File: src/rtl/dp1m4_row_ctrl.sv
// dp1m4_row_ctrl: sequences one row job.
// Job order: weight fetch, row load, activation stream, pipeline drain,
// then result handoff.
module dp1m4_row_ctrl #(
    parameter int unsigned bw      = 4,
    parameter int unsigned psum_bw = 20,
    parameter int unsigned nnz     = 2,
    parameter int unsigned n       = 4,
    parameter int unsigned M       = 4,
    parameter int unsigned LAT     = 2
) (
    input  logic                   clk,
    input  logic                   reset,
    input  logic                   start,
    input  logic [7:0]             num_steps,
    input  logic                   accumulate,
    output logic                   busy,
    output logic                   done,
    input  logic                   w_valid,
    output logic                   w_ready,
    input  logic [M*nnz*bw-1:0]    w_data,
    input  logic [M*n-1:0]         w_idx,
    input  logic [M-1:0]           w_sel,
    input  logic [M*4-1:0]         w_aidx,
    input  logic                   act_valid,
    output logic                   act_ready,
    input  logic [2*bw-1:0]        act_data,
    output logic                   row_load,
    output logic                   row_execute,
    output logic [2*bw-1:0]        row_activation_flat,
    output logic [M-1:0]           row_a_select,
    output logic [M*nnz*bw-1:0]    row_weights_flat,
    output logic [M*n-1:0]         row_w_index,
    output logic [M*4-1:0]         row_activation_index_flat,
    output logic [M*psum_bw-1:0]   row_psum_in,
    input  logic [M*psum_bw-1:0]   row_psum_out,
    output logic                   res_valid,
    input  logic                   res_ready,
    output logic [M*psum_bw-1:0]   res_data
);

    // Drain counter only needs to reach LAT-1 (LAT is at least 1).
    localparam int unsigned DCW = (LAT > 1) ? $clog2(LAT) : 1;
    localparam logic [DCW-1:0] DRAIN_LAST = DCW'(LAT - 1);

    typedef enum logic [2:0] {
        IDLE  = 3'd0,
        WREQ  = 3'd1,
        LOAD  = 3'd2,
        EXEC  = 3'd3,
        DRAIN = 3'd4,
        OUT   = 3'd5
    } state_t;

    state_t         state;
    logic [7:0]     steps_q;
    logic [7:0]     step_cnt;
    logic [DCW-1:0] drain_cnt;

    // Handshake readies and the execute path follow state and act_valid directly.
    assign w_ready             = (state == WREQ);
    assign act_ready           = (state == EXEC);
    assign row_execute         = (state == EXEC) && act_valid;
    assign row_activation_flat = row_execute ? act_data : '0;

    // Job sequencer with registered status, holding registers and result capture.
    always_ff @(posedge clk) begin
        if (reset) begin
            state                     <= IDLE;
            busy                      <= 1'b0;
            done                      <= 1'b0;
            row_load                  <= 1'b0;
            res_valid                 <= 1'b0;
            res_data                  <= '0;
            row_psum_in               <= '0;
            row_a_select              <= '0;
            row_weights_flat          <= '0;
            row_w_index               <= '0;
            row_activation_index_flat <= '0;
            steps_q                   <= '0;
            step_cnt                  <= '0;
            drain_cnt                 <= '0;
        end else begin
            done     <= 1'b0;
            row_load <= 1'b0;
            case (state)
                IDLE: begin
                    if (start) begin
                        if (num_steps != 8'd0) begin
                            state    <= WREQ;
                            busy     <= 1'b1;
                            steps_q  <= num_steps;
                            step_cnt <= '0;
                            // psum feed is frozen for the whole job, so the new
                            // result landing in res_data cannot disturb it.
                            row_psum_in <= accumulate ? res_data : '0;
                        end else begin
                            done <= 1'b1;
                        end
                    end
                end
                WREQ: begin
                    if (w_valid) begin
                        row_weights_flat          <= w_data;
                        row_w_index               <= w_idx;
                        row_a_select              <= w_sel;
                        row_activation_index_flat <= w_aidx;
                        row_load                  <= 1'b1;
                        state                     <= LOAD;
                    end
                end
                LOAD: begin
                    state <= EXEC;
                end
                EXEC: begin
                    if (act_valid) begin
                        if (step_cnt == steps_q - 8'd1) begin
                            state     <= DRAIN;
                            drain_cnt <= '0;
                        end else begin
                            step_cnt <= step_cnt + 8'd1;
                        end
                    end
                end
                DRAIN: begin
                    if (drain_cnt == DRAIN_LAST) begin
                        res_data  <= row_psum_out;
                        res_valid <= 1'b1;
                        state     <= OUT;
                    end else begin
                        drain_cnt <= drain_cnt + DCW'(1);
                    end
                end
                OUT: begin
                    if (res_ready) begin
                        res_valid <= 1'b0;
                        busy      <= 1'b0;
                        done      <= 1'b1;
                        state     <= IDLE;
                    end
                end
                default: begin
                    state <= IDLE;
                    busy  <= 1'b0;
                end
            endcase
        end
    end

endmodule

File: config.mk
export PLATFORM = sky130hd
export DESIGN_NAME = dp1m4_row_ctrl
export DESIGN_NICKNAME = d
export VERILOG_FILES = /design/src/rtl/dp1m4_row_ctrl.sv
export SDC_FILE = /design/constraint.sdc
export NUM_CORES = 1
export LEC_CHECK = 0
export ABC_CLOCK_PERIOD_IN_PS = 5100
export BUFFER_PORTS_ARGS = -buffer_cell sky130_fd_sc_hd__clkbuf_2
export CAP_MARGIN = 40
export CORE_AREA = 2 2 162 164
export CTS_BUF_LIST = sky130_fd_sc_hd__clkbuf_2 sky130_fd_sc_hd__clkbuf_4 sky130_fd_sc_hd__clkbuf_8
export CTS_CLUSTER_SIZE = 20
export DETAILED_ROUTE_END_ITERATION = 8
export DIE_AREA = 0 0 164 166
export PLACE_DENSITY = 0.63
export SETUP_SLACK_MARGIN = 0.1
export SYNTH_ARGS = -nofsm -noshare
export SYNTH_HDL_FRONTEND = slang
export SYNTH_SLANG_ARGS = --single-unit
File: constraint.sdc
create_clock -name clk -period 5.1 [get_ports clk]
set_input_delay 1.02 -clock clk [delete_from_list [all_inputs] [get_ports clk]]
set_output_delay 1.02 -clock clk [all_outputs]
set_load 0.1 [all_outputs]
==> results of run 1 <==
==> power groups by stage <==
stage,Clock [mW],Combinational [mW],Sequential (mW)
floorplan,0,0.189,2.26
global placement,0,0.523,2.07
detailed placement,0,0.528,2.07
CTS,2.04,0.530,2.03
global route,2.12,0.562,2.03
finish,1.99,0.527,2.03
==> worst max-delay path: cells and delay by family (launching register included) <==
kind,cells,cell delay [ns]
buf+inv,1,0.48
flops,1,0.51
simple gates,2,0.79
==> cells by family (layout without fill, tap and decap cells) <==
group / count (synthesis) / count (layout) / share of synthesized area
DFF: 252 / 252 / 0.550
buffers and inverters: 93 / 507 / 0.0389
AOI/OAI and AO/OA: 273 / 273 / 0.171
xor gates and xnor gates: 10 / 10 / 0.00955
muxes: 1 / 1 / 0.00123
and+or+nand+nor: 501 / 501 / 0.226
adders and majority gates: 2 / 2 / 0.00273
==> metrics by stage <==
step           hold WS [ns]  instances  setup WS, ns  instance area (sq um)
2_1_floorplan         0.460       1132          1.13                   9170
6_report              0.449       1881          1.77                  12400
5_1_grt               0.464       1881          1.63                  12400
4_1_cts               0.450       1881          1.76                  12400
3_3_place_gp          0.437       1803          1.67                  11400
3_5_place_dp          0.442       1805          1.61                  11500
==> state kept, by name (all words and copies together), names as in the netlist <==
| signal | flops |
|---|---|
| steps_q | 8 |
| done | 1 |
| row_load | 1 |
| row_w_index | 16 |
| step_cnt | 8 |
| res_valid | 1 |
| busy | 1 |
| state | 3 |
| drain_cnt | 1 |
| res_data | 80 |
| row_a_select | 4 |
| row_weights_flat | 32 |
| row_activation_index_flat | 16 |
| row_psum_in | 80 |
==> final timing paths <==
kind,from,end,depth (start not counted)
setup / recovery,state[1]$_SDFFE_PP0P_,row_execute,3
hold / removal,row_psum_in[3]$_SDFFE_PP0P_,row_psum_in[3]$_SDFFE_PP0P_,2
setup reg to reg,state[0]$_SDFFE_PP0P_,row_psum_in[63]$_SDFFE_PP0P_,6
hold reg to reg,row_psum_in[3]$_SDFFE_PP0P_,row_psum_in[3]$_SDFFE_PP0P_,2
==> synthesized netlist by cell type (4+ instances only) <==
library cell / number
a22o_1: 22
nand4_1: 4
inv_1: 6
and2_1: 5
o21ai_0: 4
clkbuf_1: 78
nand2_1: 388
xor2_1: 4
nor2_1: 12
dfxtp_1: 252
and3_1: 11
buf_2: 6
nand3_1: 61
a21oi_1: 225
xnor2_1: 6
==> layout make-up <==
cell class,instances,area share
Clock buffer,72,0.0742
Timing Repair Buffer,425,0.175
Inverter,6,0.00181
Multi-Input combinational cell,787,0.305
Tap cell,335,0.0337
Sequential cell,252,0.406
Clock inverter,4,0.00413
==> per-layer routing <==
layer	part of all wire	vias to the layer above
met5	0	-
met4	0.033	0
met3	0.076	73
met2	0.47	337
met1	0.42	4321
li1	-	4545
==> flow_summary.toml, run 1 <==
[status]
outcome = "completed"

[synth]
syn-instance-count = 1132
yosys-top-cells-area = "dfxtp_1, nand2_1, a21oi_1"
avgSynthCellArea_sq_um = 8.10
yosysTopAreaCell = "dfxtp_1"
synth_top_area_share = 0.550
synth_cell_type_count = 47
synthFlopType = "dfxtp_1"
synth.ff_latch_count = 252
yosysSeqAreaShare = 0.550
synth_edf_count = 0
yosys_warnings = 0
ys_async_sr_fraction = 0
syn_nets = 1305
syn_area_sq_um = 9170

[sta]
period_needed_ns = 3.33
fin_skew_ns = 0.0206
grt_setup_unrepaired = "no"
drv_slew = 0
finalSetupTns_ns = 0
min_period_over_period = 0.652
tightest_slew_ns = 0.868
timing.fmax_ghz = 0.301
hold_violations = 0
relSlewSlack = 0.421
finalSetupViolations = 0

[drt]
wl_per_cell_um = 15.6
drt_wl_total_um = 29400
ant_nets = 0
via_count = 9276
drt_pass1_iterations = 5
drtIter0Drc = 593
routed_via_density = 4.93
drc = 0

[floorplanning]
ios = 414
num_rows = 59
start_util = 0.358
die_h_um = 166
coreArea_sq_um = 25600
fp.dieArea_sq_um = 27200
die-width_um = 164

[placement]
place_congestion = 0.822
portBuffers = 413
dp_hpwl_um = 20200

[pwr]
seqPwrFrac = 0.446
leakage_nw = 5.33
vdd.ir_drop.worst_mv = 0.195
internal_power_mw = 3.31
combPwrFrac = 0.116
power.total_mw = 4.55
clock_power_share = 0.438
p_switching_mw = 1.24
p_sw_frac = 0.272
powerDensity_nw_per_um2 = 366

[layout]
multi_input_area_sq_um = 3790
ff_latch_area_sq_um = 5040
fin_util = 0.485
antennaDiodeCount = 0
drive_above_1_share = 0.337
n_fill_cell = 2569
final_common_cell = "clkbuf_2"
final_cell_mix = "clkbuf_2, nand2_1, dfxtp_1"
area_growth_pct = 35.5
fin_nets = 1688

[worst_setup_path]
cp_cell_sequence = "and3b_1 > and2_1 > clkbuf_2"
end_kind = "primary output"
cp_data_required_time_ns = 4.08
r2r_slack_ns = 2.28
cp-start-kind = "flop"
slowest_stage = "and3b_1"
worstPathMaxFanout = 14
arrival_ns = 2.31
cpPeakStageDelay_ns = 0.52
crit_type = "flop to primary output"

[clocking]
clock-sinks = 252
ctsResizeCount = 0
clk_latency_ns = 0.54
cts_buffers = 43
cts_tree = "yes"
clockBufferDepth = 3
cts_setup_buffers = 0
root_buffer = "clkbuf_8"
h-tree-depth = 2
clk_pin_slew_worst_paths_ns = 0.06
cts.hold.buffers_added = 0

[global_routing]
grt_max_degree = 84
grt_use_met1 = 0.260
antenna_found_initial = 0
grt_busiest_layer = "met2"
met3_usage = 0.0577
gr-usage-all-layers = 0.207
overflow = 0
grt_pass1_wl_um = 45700
grt_pass1_vias = 8555
met2_usage = 0.335

[job]
maxCapViolCount = 0

[hold_path]
hold_path.class = "flop to flop"
(Power assumes the default switching activity.)
==> run 2: changes to the inputs <==
--- a/config.mk
+++ b/config.mk
@@ -5,7 +5,7 @@
 export SDC_FILE = /design/constraint.sdc
 export NUM_CORES = 1
 export LEC_CHECK = 0
-export ABC_CLOCK_PERIOD_IN_PS = 5100
+export ABC_CLOCK_PERIOD_IN_PS = 3200
 export BUFFER_PORTS_ARGS = -buffer_cell sky130_fd_sc_hd__clkbuf_2
 export CAP_MARGIN = 40
 export CORE_AREA = 2 2 162 164
==> constraint.sdc (replaced) <==
create_clock -name clk -period 3.2 [get_ports clk]
set_input_delay 0.64 -clock clk [delete_from_list [all_inputs] [get_ports clk]]
set_output_delay 0.64 -clock clk [all_outputs]
set_load 0.1 [all_outputs]
==> run 2 against run 1 <==
Against the previous run: cell count is 0.43% higher; flip-flop and latch count is the same; sequential share of layout area shrank 0.25 points; clock-buffer cell count stayed put; non-clock buffer count is 4 higher; design area grew 0.62%; clock skew barely moved; via count fell by 0.26%; critical endpoint unchanged.
==> flow_summary.toml, run 2 (synthesis results as in run 1) <==
[sta]
hold_violations = 0
period_needed_ns = 2.96
timing.fmax_ghz = 0.338
finalSetupTns_ns = 0
grt_setup_unrepaired = "no"
finalSetupViolations = 0
min_period_over_period = 0.925
tightest_slew_ns = 0.807
fin_skew_ns = 0.0202
drv_slew = 0
relSlewSlack = 0.462

[floorplanning]
die-width_um = 164
coreArea_sq_um = 25600
fp.dieArea_sq_um = 27200
die_h_um = 166
num_rows = 59
start_util = 0.358
ios = 414

[clocking]
cts_buffers = 44
ctsResizeCount = 0
cts_setup_buffers = 0
cts_tree = "yes"
clockBufferDepth = 3
clk_pin_slew_worst_paths_ns = 0.06
cts.hold.buffers_added = 0
root_buffer = "clkbuf_8"
h-tree-depth = 2
clk_latency_ns = 0.55
clock-sinks = 252

[placement]
place_congestion = 0.840
portBuffers = 413
dp_hpwl_um = 19900

[worst_setup_path]
crit_type = "flop to primary output"
end_kind = "primary output"
arrival_ns = 2.32
cp-start-kind = "flop"
cp_data_required_time_ns = 2.56
worstPathMaxFanout = 14

[layout]
reg_top3 = "res_data (80), row_psum_in (80), row_weights_flat (32)"
drive_above_1_share = 0.341
antennaDiodeCount = 0
final_common_cell = "clkbuf_2"
fin_nets = 1693
area_growth_pct = 36.4
final_cell_mix = "clkbuf_2, nand2_1, dfxtp_1"

[global_routing]
antenna_found_initial = 0
gr-usage-all-layers = 0.205
grt_pass1_vias = 8725
grt_pass1_wl_um = 45500
grt_max_degree = 151
overflow = 0

[pwr]
power.total_mw = 7.27
powerDensity_nw_per_um2 = 582
vdd.ir_drop.worst_mv = 0.307
leakage_nw = 5.37

[drt]
routed_via_density = 4.90
ant_nets = 0
drt_pass1_iterations = 5
via_count = 9252
drt_wl_total_um = 29100
drtIter0Drc = 491
drc = 0
wl_per_cell_um = 15.4

[status]
outcome = "completed"

[hold_path]
hold_path.class = "input pin to flop"

[job]
maxCapViolCount = 0
## run 2: final timing paths
check	startpoint	endpoint	slack [ns]	depth (start not counted)
worst max-delay path	state[1]$_SDFFE_PP0P_	row_execute	0.24	3
worst min-delay path	row_psum_out[23]	res_data[23]$_SDFFE_PP0P_	0.31	3
worst max register to register	steps_q[0]$_SDFFE_PP0P_	step_cnt[7]$_SDFFE_PP0P_	0.80	8
worst min register to register	row_psum_in[6]$_SDFFE_PP0P_	row_psum_in[6]$_SDFFE_PP0P_	0.45	2
## run 2: final cells by class
class	instances	area [sq um]
Timing Repair Buffer	429	2240
Sequential cell	252	5040
Fill cell	2562	13100
Clock inverter	8	72.6
Tap cell	335	419
Multi-Input combinational cell	787	3800
Inverter	6	22.5
Clock buffer	72	910
## run 2: per-layer routing
| metal | wire length, um | GRT usage | up-vias |
|---|---|---|---|
| li1 | - | - | 4554 |
| met1 | 12100 | 0.255 | 4315 |
| met2 | 14100 | 0.339 | 311 |
| met3 | 1970 | 0.0512 | 72 |
| met4 | 924 | 0.0816 | 0 |
| met5 | 0 | 0 | - |
## run 2: critical path, stage by stage, from the launching register on
cell and delay, ns:
dfxtp_1 0.51, and3b_1 0.53, and2_1 0.27, clkbuf_2 0.48
## run 2: through the flow
stage,hold WS [ns],instances,cell area [sq um],setup WS [ns],util
floorplan,0.460,1132,9180,0.295,-
global placement,0.437,1808,11500,0.828,0.449
detailed placement,0.442,1809,11500,0.740,0.450
CTS,0.266,1889,12500,0.227,0.488
global route,0.284,1889,12500,0.107,0.488
finish,0.314,1889,12500,0.239,0.488
## run 2: where the power goes
part | internal [mW] | switching, mW | total [mW]
Combinational | 0.197 | 0.654 | 0.851
Clock | 1.88 | 1.31 | 3.19
Sequential | 3.19 | 0.0400 | 3.23
==> run 3: changes to the inputs <==
--- a/config.mk
+++ b/config.mk
@@ -10,11 +10,11 @@
 export CAP_MARGIN = 40
 export CORE_AREA = 2 2 162 164
 export CTS_BUF_LIST = sky130_fd_sc_hd__clkbuf_2 sky130_fd_sc_hd__clkbuf_4 sky130_fd_sc_hd__clkbuf_8
-export CTS_CLUSTER_SIZE = 20
 export DETAILED_ROUTE_END_ITERATION = 8
 export DIE_AREA = 0 0 164 166
 export PLACE_DENSITY = 0.63
 export SETUP_SLACK_MARGIN = 0.1
+export SLEW_MARGIN = 15
 export SYNTH_ARGS = -nofsm -noshare
 export SYNTH_HDL_FRONTEND = slang
 export SYNTH_SLANG_ARGS = --single-unit
==> constraint.sdc (replaced) <==
create_clock -name clk -period 3.2 [get_ports clk]
set_input_delay 0.64 -clock clk [delete_from_list [all_inputs] [get_ports clk]]
set_output_delay 0.64 -clock clk [all_outputs]
set_load 0.05 [all_outputs]
==> run 3 against run 2 <==
Against the previous run: combinational power is 20% lower; routed wire length is 1.3% higher; register-to-register slack better by 0.02 ns; global-route usage is 0.21 points higher; sequential power hardly changed; non-clock buffer count is 1 higher.
==> flow_summary.toml, run 3 (synthesis results as in run 1) <==
[worst_setup_path]
worstPathMaxFanout = 14
cp_data_required_time_ns = 2.56
crit_type = "flop to primary output"
r2r_start = "steps_q[0]$_SDFFE_PP0P_"
r2r_slack_ns = 0.82
end_kind = "primary output"
r2r-end = "step_cnt[2]$_SDFFE_PP0P_"
worstRegToRegCells = 8
arrival_ns = 2.17
cp-start-kind = "flop"
startpoint = "state[1]$_SDFFE_PP0P_"

[placement]
portBuffers = 413
placed_cells = 1810
place_ws_ns = 0.606
place_congestion = 0.851
placedInstanceArea_sq_um = 11500
dp_hpwl_um = 20600

[drt]
routed_via_density = 4.87
drtIter0Drc = 497
wl_met1_um = 12400
met3_wirelength_um = 1980
met2_length_um = 14400
ant_nets = 0
drt_pass1_iterations = 5
drc = 0
highest_layer = "met4"
wl_per_cell_um = 15.6
drt_wl_total_um = 29500
via_count = 9193

[global_routing]
grt_pass1_vias = 8802
grt_max_degree = 127
grt_pass1_wl_um = 45900
gr-usage-all-layers = 0.207
antenna_found_initial = 1
overflow = 0

[pwr]
powerDensity_nw_per_um2 = 561
vdd.ir_drop.worst_mv = 0.330
leakage_nw = 5.36
power.total_mw = 7.01

[sta]
grt_setup_unrepaired = "no"
fin_skew_ns = 0.0217
hold_violations = 0
worst_slack_ns = 0.395
finalSetupTns_ns = 0
min_period_over_period = 0.877
tightest_slew_ns = 0.824
period_needed_ns = 2.81
finalSetupViolations = 0
relSlewSlack = 0.451
drv_slew = 0
whs_ns = 0.306
timing.fmax_ghz = 0.356

[clocking]
h-tree-depth = 2
cts_buffers = 44
clk_latency_ns = 0.54
ctsResizeCount = 0
cts_setup_buffers = 0
cts_tree = "yes"
cts.hold.buffers_added = 0
clk_pin_slew_worst_paths_ns = 0.06
root_buffer = "clkbuf_8"
clockBufferDepth = 3
clock-sinks = 252

[floorplanning]
die-width_um = 164
start_util = 0.358
coreArea_sq_um = 25600
num_rows = 59
fp.dieArea_sq_um = 27200
die_h_um = 166
ios = 414

[layout]
n_fill_cell = 2565
antennaDiodeCount = 0
final_common_cell = "clkbuf_2"
drive_above_1_share = 0.340
fin_util = 0.488
fin_nets = 1694
fin_cells = 1889
final_cell_mix = "clkbuf_2, nand2_1, dfxtp_1"
multi_input_area_sq_um = 3790
reg_top3 = "res_data (80), row_psum_in (80), row_weights_flat (32)"
ff_latch_area_sq_um = 5040
design_area_sq_um = 12500
area_growth_pct = 36.1

[status]
outcome = "completed"

[hold_path]
hold_path_end = "res_data[47]$_SDFFE_PP0P_"
hp-start = "row_psum_out[47]"
hold_depth = 3
hold_path.class = "input pin to flop"

[job]
maxCapViolCount = 0
[run 3: power by group]
| group | internal [mW] | switching (mW) | total [mW] | leakage [nW] |
|---|---|---|---|---|
| clock network | 1.78 | 1.32 | 3.09 | 0.500 |
| registers | 3.19 | 0.0383 | 3.23 | 2.04 |
| logic | 0.201 | 0.481 | 0.681 | 2.82 |
[run 3: routing by layer]
| metal | vias to the layer above | GRT usage |
|---|---|---|
| li1 | 4563 | - |
| met2 | 306 | 0.351 |
| met3 | 54 | 0.0527 |
| met5 | - | 0 |
| met1 | 4270 | 0.256 |
| met4 | 0 | 0.0664 |
[run 3: final cells by class]
type,count,share of cell area
repair buffers,430,0.181
flip-flops and latches,252,0.404
multi-input cells,787,0.304
well taps,335,0.0336
clock inverters,14,0.00822
clock buffers,65,0.0676
inverters,6,0.00180
[run 3: how the worst max path moves through the flow]
stage / end / slack [ns] / depth (start not counted)
CTS: row_execute / 0.36 / 3
global route: row_execute / 0.25 / 3
global placement: row_psum_in[68]$_SDFFE_PP0P_ / 0.75 / 6
finish: row_execute / 0.39 / 3
floorplan: row_a_select[0]$_SDFFE_PP0P_ / 0.35 / 8
detailed placement: row_psum_in[30]$_SDFFE_PP0P_ / 0.61 / 7
[run 3: critical path: stages, from the launching register on]
cell,delay [ns]
dfxtp_1,0.51
and3b_1,0.53
and2_1,0.28
clkbuf_2,0.30
